### config.mk
export PLATFORM = sky130hd
export DESIGN_NAME = pipeline_mem_stage_flat
export DESIGN_NICKNAME = d
export VERILOG_FILES = /design/src/rtl/rv_pkg.sv /design/src/rtl/pipeline_mem_stage_if.sv /design/src/rtl/mem_lane_align.sv /design/src/rtl/pipeline_mem_stage.sv /design/src/flat_wrapper.sv
export SDC_FILE = /design/constraint.sdc
export NUM_CORES = 1
export LEC_CHECK = 0
export ABC_AREA = 0
export BUFFER_PORTS_ARGS = -buffer_cell sky130_fd_sc_hd__buf_2
export CAP_MARGIN = 20
export CORE_AREA = 2 2 163 165
export CTS_CLUSTER_DIAMETER = 120
export DETAILED_ROUTE_END_ITERATION = 6
export DIE_AREA = 0 0 165 167
export PLACE_DENSITY = 0.61
export SYNTH_ARGS = -nofsm -noshare
export SYNTH_HDL_FRONTEND = slang
export SYNTH_SLANG_ARGS = --single-unit
### constraint.sdc
create_clock -name clk -period 2.8 [get_ports clk]
set_input_delay 0.14 -clock clk [delete_from_list [all_inputs] [get_ports clk]]
set_output_delay 0.14 -clock clk [all_outputs]
set_load 0.01 [all_outputs]
### src/rtl/rv_pkg.sv
// Shared RV64 decode constants and the memory-stage FSM state type.
package rv_pkg;

  localparam logic [6:0] OP_LOAD   = 7'b0000011;
  localparam logic [6:0] OP_STORE  = 7'b0100011;
  localparam logic [6:0] OP_BRANCH = 7'b1100011;
  localparam logic [6:0] OP_FENCE  = 7'b0001111;
  localparam logic [6:0] OP_SYSTEM = 7'b1110011;

  localparam logic [2:0] F3_B  = 3'b000;
  localparam logic [2:0] F3_H  = 3'b001;
  localparam logic [2:0] F3_W  = 3'b010;
  localparam logic [2:0] F3_D  = 3'b011;
  localparam logic [2:0] F3_BU = 3'b100;
  localparam logic [2:0] F3_HU = 3'b101;
  localparam logic [2:0] F3_WU = 3'b110;

  typedef enum logic [0:0] {
    StIdle,
    StWait
  } mem_state_e;

endpackage

### src/rtl/pipeline_mem_stage_if.sv
// Data-memory req/ack port between the MEM stage (master) and memory (slave).
interface pipeline_mem_stage_if;

  logic        dmem_req;
  logic        dmem_we;
  logic [63:0] dmem_addr;
  logic [63:0] dmem_wdata;
  logic [7:0]  dmem_wstrb;
  logic        dmem_ack;
  logic [63:0] dmem_rdata;

  modport master (
    output dmem_req, dmem_we, dmem_addr, dmem_wdata, dmem_wstrb,
    input  dmem_ack, dmem_rdata
  );

  modport slave (
    input  dmem_req, dmem_we, dmem_addr, dmem_wdata, dmem_wstrb,
    output dmem_ack, dmem_rdata
  );

endinterface

### src/rtl/mem_lane_align.sv
// Combinational byte-lane alignment: store shift/strobes, load extract/extend,
// and misalign/illegal-size detection.
module mem_lane_align
  import rv_pkg::*;
(
  input  logic [2:0]  i_off,
  input  logic [2:0]  i_funct3,
  input  logic        i_is_load,
  input  logic        i_is_store,
  input  logic [63:0] i_store_data,
  input  logic [63:0] i_rdata,
  output logic [63:0] o_wdata,
  output logic [7:0]  o_wstrb,
  output logic [63:0] o_load_data,
  output logic        o_fault
);

  logic [5:0]  w_shamt;
  logic [7:0]  w_strb_base;
  logic [63:0] w_raw;
  logic        w_illegal;
  logic        w_misalign;

  always_comb begin
    w_shamt = {i_off, 3'b000};
    o_wdata = i_store_data << w_shamt;

    w_strb_base = 8'h01;
    case (i_funct3[1:0])
      2'b00:   w_strb_base = 8'h01;
      2'b01:   w_strb_base = 8'h03;
      2'b10:   w_strb_base = 8'h0f;
      default: w_strb_base = 8'hff;
    endcase
    o_wstrb = w_strb_base << i_off;

    w_raw = i_rdata >> w_shamt;
    case (i_funct3)
      F3_B:    o_load_data = {{56{w_raw[7]}}, w_raw[7:0]};
      F3_H:    o_load_data = {{48{w_raw[15]}}, w_raw[15:0]};
      F3_W:    o_load_data = {{32{w_raw[31]}}, w_raw[31:0]};
      F3_BU:   o_load_data = {56'd0, w_raw[7:0]};
      F3_HU:   o_load_data = {48'd0, w_raw[15:0]};
      F3_WU:   o_load_data = {32'd0, w_raw[31:0]};
      default: o_load_data = w_raw;
    endcase

    w_illegal = 1'b0;
    if (i_is_load) begin
      w_illegal = (i_funct3 == 3'b111);
    end else if (i_is_store) begin
      w_illegal = i_funct3[2];
    end

    // Size comes from funct3[1:0] for both signed and unsigned loads.
    case (i_funct3[1:0])
      2'b01:   w_misalign = i_off[0];
      2'b10:   w_misalign = |i_off[1:0];
      2'b11:   w_misalign = |i_off;
      default: w_misalign = 1'b0;
    endcase

    o_fault = (i_is_load | i_is_store) & (w_illegal | w_misalign);
  end

endmodule

### src/rtl/pipeline_mem_stage.sv
// RV64 memory-access stage: drives the req/ack data port, aligns lanes, and
// registers the MEM/WB boundary. Stalls upstream while an access is pending.
module pipeline_mem_stage
  import rv_pkg::*;
#(
  parameter int unsigned XLEN        = 64,
  parameter int unsigned ACK_TIMEOUT = 255
) (
  input  logic                 clk,
  input  logic                 reset,
  input  logic                 valid_MEM,
  input  logic [XLEN-1:0]      alu_result_MEM,
  input  logic [XLEN-1:0]      reg_data2_MEM,
  input  logic [4:0]           rd_MEM,
  input  logic [6:0]           opcode_MEM,
  input  logic [2:0]           funct3_MEM,
  pipeline_mem_stage_if.master dmem,
  output logic                 stall_MEM,
  output logic                 valid_WB,
  output logic [4:0]           rd_WB,
  output logic                 reg_write_WB,
  output logic [XLEN-1:0]      wb_data_WB,
  output logic                 mem_fault_WB
);

  localparam int unsigned CntW = (ACK_TIMEOUT > 1) ? $clog2(ACK_TIMEOUT + 1) : 1;
  localparam logic [CntW-1:0] CntMax = CntW'(ACK_TIMEOUT);

  mem_state_e      r_state, w_state_d;
  logic [CntW-1:0] r_cnt, w_cnt_d;

  logic            r_valid_wb, w_valid_wb_d;
  logic [4:0]      r_rd_wb, w_rd_wb_d;
  logic            r_rw_wb, w_rw_wb_d;
  logic [XLEN-1:0] r_data_wb, w_data_wb_d;
  logic            r_fault_wb, w_fault_wb_d;

  logic            w_is_load, w_is_store, w_is_mem, w_fault;
  logic            w_mem_go, w_timeout, w_req, w_done, w_no_wb_op;
  logic [63:0]     w_wdata, w_load_data;
  logic [7:0]      w_wstrb;

  mem_lane_align u_align (
    .i_off        (alu_result_MEM[2:0]),
    .i_funct3     (funct3_MEM),
    .i_is_load    (w_is_load),
    .i_is_store   (w_is_store),
    .i_store_data (reg_data2_MEM),
    .i_rdata      (dmem.dmem_rdata),
    .o_wdata      (w_wdata),
    .o_wstrb      (w_wstrb),
    .o_load_data  (w_load_data),
    .o_fault      (w_fault)
  );

  always_comb begin
    w_is_load  = (opcode_MEM == OP_LOAD);
    w_is_store = (opcode_MEM == OP_STORE);
    w_is_mem   = w_is_load | w_is_store;
    w_no_wb_op = opcode_MEM inside {OP_BRANCH, OP_FENCE, OP_SYSTEM};
    w_mem_go   = valid_MEM & w_is_mem & ~w_fault;
    // At the timeout limit the request is dropped, so a late ack cannot complete it.
    w_timeout  = (r_state == StWait) && (r_cnt == CntMax);
    w_req      = ~reset & w_mem_go & ~w_timeout;
    w_done     = w_req & dmem.dmem_ack;
    stall_MEM  = w_req & ~dmem.dmem_ack;

    dmem.dmem_req   = w_req;
    dmem.dmem_we    = w_req & w_is_store;
    dmem.dmem_addr  = {alu_result_MEM[63:3], 3'b000};
    dmem.dmem_wdata = w_wdata;
    dmem.dmem_wstrb = (w_req & w_is_store) ? w_wstrb : 8'h00;
  end

  always_comb begin
    w_state_d = r_state;
    w_cnt_d   = r_cnt;
    case (r_state)
      StIdle: begin
        if (w_mem_go && !dmem.dmem_ack) begin
          w_state_d = StWait;
          w_cnt_d   = '0;
        end
      end
      StWait: begin
        if (!w_mem_go || w_timeout || dmem.dmem_ack) begin
          w_state_d = StIdle;
        end else begin
          w_cnt_d = r_cnt + 1'b1;
        end
      end
      default: w_state_d = StIdle;
    endcase
  end

  // Anything that neither completes nor faults writes a bubble.
  always_comb begin
    w_valid_wb_d = 1'b0;
    w_rd_wb_d    = 5'd0;
    w_rw_wb_d    = 1'b0;
    w_data_wb_d  = '0;
    w_fault_wb_d = 1'b0;
    if (valid_MEM) begin
      if (w_is_mem) begin
        if (w_fault || w_timeout) begin
          w_valid_wb_d = 1'b1;
          w_rd_wb_d    = rd_MEM;
          w_fault_wb_d = 1'b1;
        end else if (w_done) begin
          w_valid_wb_d = 1'b1;
          w_rd_wb_d    = rd_MEM;
          w_rw_wb_d    = w_is_load && (rd_MEM != 5'd0);
          w_data_wb_d  = w_is_load ? w_load_data : '0;
        end
      end else begin
        w_valid_wb_d = 1'b1;
        w_rd_wb_d    = rd_MEM;
        w_rw_wb_d    = (rd_MEM != 5'd0) && !w_no_wb_op;
        w_data_wb_d  = alu_result_MEM;
      end
    end
  end

  always_ff @(posedge clk or posedge reset) begin
    if (reset) begin
      r_state    <= StIdle;
      r_cnt      <= '0;
      r_valid_wb <= 1'b0;
      r_rd_wb    <= 5'd0;
      r_rw_wb    <= 1'b0;
      r_data_wb  <= '0;
      r_fault_wb <= 1'b0;
    end else begin
      r_state    <= w_state_d;
      r_cnt      <= w_cnt_d;
      r_valid_wb <= w_valid_wb_d;
      r_rd_wb    <= w_rd_wb_d;
      r_rw_wb    <= w_rw_wb_d;
      r_data_wb  <= w_data_wb_d;
      r_fault_wb <= w_fault_wb_d;
    end
  end

  assign valid_WB     = r_valid_wb;
  assign rd_WB        = r_rd_wb;
  assign reg_write_WB = r_rw_wb;
  assign wb_data_WB   = r_data_wb;
  assign mem_fault_WB = r_fault_wb;

endmodule

### src/flat_wrapper.sv
// flat-port wrapper written by rule: the top's interface ports become plain ports
module pipeline_mem_stage_flat import rv_pkg::*;
#(
  parameter int unsigned XLEN        = 64,
  parameter int unsigned ACK_TIMEOUT = 255
)
  (clk, reset, valid_MEM, alu_result_MEM, reg_data2_MEM, rd_MEM, opcode_MEM, funct3_MEM, stall_MEM, valid_WB, rd_WB, reg_write_WB, wb_data_WB, mem_fault_WB, dmem_dmem_req, dmem_dmem_we, dmem_dmem_addr, dmem_dmem_wdata, dmem_dmem_wstrb, dmem_dmem_ack, dmem_dmem_rdata);
  pipeline_mem_stage_if dmem_i ();
  input  logic clk;
  input  logic reset;
  input  logic valid_MEM;
  input  logic [XLEN-1:0] alu_result_MEM;
  input  logic [XLEN-1:0] reg_data2_MEM;
  input  logic [4:0] rd_MEM;
  input  logic [6:0] opcode_MEM;
  input  logic [2:0] funct3_MEM;
  output logic stall_MEM;
  output logic valid_WB;
  output logic [4:0] rd_WB;
  output logic reg_write_WB;
  output logic [XLEN-1:0] wb_data_WB;
  output logic mem_fault_WB;
  output wire logic [$bits(dmem_i.dmem_req)-1:0] dmem_dmem_req;
  output wire logic [$bits(dmem_i.dmem_we)-1:0] dmem_dmem_we;
  output wire logic [$bits(dmem_i.dmem_addr)-1:0] dmem_dmem_addr;
  output wire logic [$bits(dmem_i.dmem_wdata)-1:0] dmem_dmem_wdata;
  output wire logic [$bits(dmem_i.dmem_wstrb)-1:0] dmem_dmem_wstrb;
  input wire logic [$bits(dmem_i.dmem_ack)-1:0] dmem_dmem_ack;
  input wire logic [$bits(dmem_i.dmem_rdata)-1:0] dmem_dmem_rdata;
  assign dmem_dmem_req = dmem_i.dmem_req;
  assign dmem_dmem_we = dmem_i.dmem_we;
  assign dmem_dmem_addr = dmem_i.dmem_addr;
  assign dmem_dmem_wdata = dmem_i.dmem_wdata;
  assign dmem_dmem_wstrb = dmem_i.dmem_wstrb;
  assign dmem_i.dmem_ack = dmem_dmem_ack;
  assign dmem_i.dmem_rdata = dmem_dmem_rdata;
  pipeline_mem_stage #(.XLEN(XLEN), .ACK_TIMEOUT(ACK_TIMEOUT)) u_core (.clk(clk), .reset(reset), .valid_MEM(valid_MEM), .alu_result_MEM(alu_result_MEM), .reg_data2_MEM(reg_data2_MEM), .rd_MEM(rd_MEM), .opcode_MEM(opcode_MEM), .funct3_MEM(funct3_MEM), .dmem(dmem_i), .stall_MEM(stall_MEM), .valid_WB(valid_WB), .rd_WB(rd_WB), .reg_write_WB(reg_write_WB), .wb_data_WB(wb_data_WB), .mem_fault_WB(mem_fault_WB));
endmodule
==> results.py <==
metrics = {
    "placed_design": {
        "dp.cells": 1608,
        "gp_congestion": 0.895,
        "dpl.hpwl_um": 27600,
        "portBuffers": 418,
        "pre_cts_ws_ns": 0.193,
    },
    "clocking": {
        "cts_buffer_depth": 2,
        "cts_tree": "yes",
        "insertion_delay_ns": 0.34,
        "h-tree-depth": 3,
        "cts.sinks": 81,
        "clk_pin_slew_worst_paths_ns": 0.07,
        "numCtsBuffers": 9,
        "root_buffer": "clkbuf_16",
    },
    "route": {
        "viasPerCell": 5.35,
        "drc": 0,
        "vias": 8752,
        "wire_per_inst_um": 21.4,
        "ant_nets": 0,
        "drt_iter0_drc": 602,
        "wl_um": 35000,
        "drtPass1Iterations": 5,
    },
    "power_and_ir_drop": {
        "pwr-share-seq_pct": 32.2,
        "power_leakage_nw": 5.19,
        "p_sw_share_pct": 35.0,
        "p_switching_mw": 1.34,
        "intPower_mw": 2.50,
        "power_density_mw_per_mm2": 375,
        "clkPwrFrac_pct": 33.1,
        "irDropWorstVdd_v": 0.000230,
        "combPwrFrac_pct": 34.7,
        "power_mw": 3.84,
    },
    "die": {
        "fp-row-count": 59,
        "initial_core_util_pct": 30.0,
        "core_mm2": 0.0258,
        "die_w_um": 165,
        "die_h_um": 167,
        "dieArea_mm2": 0.0276,
        "io_pins": 422,
    },
    "synth": {
        "synth_edf_count": 0,
        "synth_cell_types": 57,
        "ys_ff_latch": 81,
        "synth_area_mm2": 0.00772,
        "async_flop_share_pct": 100,
        "synth_flop_cell": "dfrtp_1",
        "syn_inst": 957,
        "ys_warn_count": 0,
        "yosysSeqAreaShare_pct": 26.3,
        "syn_area_per_cell_um2": 8.06,
    },
    "grt": {
        "grt_pass1_vias": 8347,
        "gr-total-overflow": 0,
        "antenna_found_initial": 4,
        "grt_use_total_pct": 24.0,
        "grt_max_degree": 65,
        "grt_pass1_wl_um": 50300,
    },
    "sta": {
        "hold_viol": 0,
        "setup_violations": 0,
        "tightestPinTransition_ns": 0.816,
        "finClkSkew_ns": 0.0155,
        "maxSlewHeadroom_pct": 45.6,
        "slew_violations": 0,
        "max_freq_mhz": 359,
        "fin_ws_ns": 0.0142,
        "rsz0062_at_grt": "true",
        "finalCriticalPeriod_ns": 2.79,
        "min_period_over_period_pct": 99.5,
        "tns_ns": 0,
    },
    "cells_and_area": {
        "layout.cells.non_filler": 1636,
        "nFillCells": 2695,
        "drive_gt1_share_pct": 42.8,
        "seq_area_mm2": 0.00203,
        "synthToLayoutAreaGrowth_pct": 32.6,
        "nets": 1504,
        "multi_input_area_mm2": 0.00491,
    },
    "worst_setup_path": {
        "reg2reg_slack_ns": 0.30,
        "cp_slowest_cell": "or4b_4",
        "worstPathCellList": "ha_4 -> nand3_4 -> nor3_4 -> or3_4 -> or4b_4 -> buf_12 -> a2111oi_4 -> buf_2",
        "cp.required_ns": 2.66,
        "crit_type": "flop to output pin",
        "worstPathArrival_ns": 2.65,
        "endpoint_kind": "output pin",
        "worstSetupStartpointType": "flop",
        "cp_max_fo": 4,
        "critPathMaxStageDelay_ns": 0.52,
    },
    "run_status": {
        "status": "complete, no violations",
    },
    "flow_run": {
        "maxCapViolCount": 0,
    },
    "hold_path": {
        "min_path_type": "input port to flop",
    },
}
==> registers in the layout, indices dropped and copies added, names as in the netlist <==
| register | count |
|---|---|
| u_core.mem_fault_WB | 1 |
| u_core.r_cnt | 8 |
| u_core.r_state | 1 |
| u_core.rd_WB | 5 |
| u_core.reg_write_WB | 1 |
| u_core.valid_WB | 1 |
| u_core.wb_data_WB | 64 |
==> layout make-up <==
class / count / share of cell area (%)
diodes: 4 / 0.0978
inverters: 10 / 0.379
clock buffers: 10 / 2.34
flip-flops and latches: 81 / 19.8
multi-input cells: 723 / 48.0
clock inverters: 6 / 0.722
well taps: 335 / 4.10
repair buffers: 467 / 24.6
==> routing by layer <==
metal / track usage (%) / routed length, um / vias to the layer above
li1: - / - / 4079
met1: 29.7 / 14000 / 4201
met2: 43.0 / 17800 / 431
met3: 3.81 / 2450 / 41
met4: 5.75 / 726 / 0
met5: 0 / 0 / -
==> worst max-delay path, delay by kind of cell (launching register included) <==
family	cells	cell delay, ns
AO/OA/AOI/OAI	1	0.29
adder cells (fa/ha/maj)	1	0.20
AND/OR/NAND/NOR	4	1.04
flip-flops	1	0.42
buffers and inverters	2	0.34
==> cell families after synthesis <==
kind of cell / share of synthesized area, %
AND/OR/NAND/NOR: 17.5
multiplexers: 21.5
flip-flops: 26.3
other: 0.0486
buffers and inverters: 11.3
AO/OA/AOI/OAI: 23.3
adder cells (fa/ha/maj): 0.162
==> Yosys cell counts (all sizes together) (2+ instances only) <==
library cell,number,area [um2]
a31oi,11,68.8
and2,26,163
a2bb2oi,11,96.3
o21a,9,67.6
or3,2,17.5
mux4,19,428
nor4,8,50.1
nand3,7,47.6
nand2b,2,12.5
buf,102,671
and3,2,12.5
nor3b,2,20.0
clkbuf,43,161
a221oi,6,52.6
nor2,90,343
nor2b,17,106
o31ai,5,37.5
o21ai,86,430
mux2,31,349
or2,2,12.5
o22ai,18,113
a211o,9,78.8
a21oi,68,344
o41ai,2,17.5
nor3,9,45.0
inv,10,37.5
mux2i,88,881
nand4,2,12.5
dfrtp,81,2030
o211ai,24,180
nand2,118,443
a22oi,5,37.5
a21o,3,22.5
a211oi,24,180
or4,3,22.5
==> placed cells by master (no fill, tap or decap), drive strengths merged, types with 24 or more instances in the layout <==
| cell type | n |
|---|---|
| a21oi | 68 |
| buf | 466 |
| a211oi | 24 |
| o21ai | 86 |
| mux2i | 88 |
| mux2 | 31 |
| nor2 | 90 |
| nand2 | 118 |
| and2 | 26 |
| o211ai | 24 |
| dfrtp | 81 |
==> final timing paths <==
check | endpoint | startpoint | cells past startpoint
max | dmem_dmem_wstrb[5] | u_core.r_cnt[0] | 8
min | u_core.wb_data_WB[15] | alu_result_MEM[15] | 3
max reg2reg | u_core.r_cnt[7] | u_core.r_cnt[0] | 8
min reg2reg | u_core.r_cnt[4] | u_core.r_cnt[4] | 1
max in group asynchronous | u_core.wb_data_WB[51] | reset | 4
min in group asynchronous | u_core.rd_WB[0] | reset | 3
==> power groups by stage <==
stage	sequential, mW	combinational, mW	clock [mW]
finish	1.24	1.33	1.27
global route	1.24	1.44	1.33
CTS	1.24	1.33	1.28
detailed placement	1.26	1.33	0
global placement	1.26	1.32	0
floorplan	1.29	0.745	0
==> stage by stage <==
stage               cell area (um2)  utilization [%]  hold WS (ns)
finish                        10200             39.7        0.0122
global route                  10200             39.7        0.0128
CTS                           10200             39.4       0.00323
detailed placement             9770             37.9        0.0881
global placement               9760             37.9        0.0930
floorplan                      7720                -         0.245
==> what timing repair did <==
action,in CTS,in global routing
endpoints found under the setup margin,6,4
buffers inserted,3,4
pin swaps,2,2
hold endpoints to repair,8,0
resized for setup,7,5
hold buffers,1,0
(Power assumes the default switching activity.)
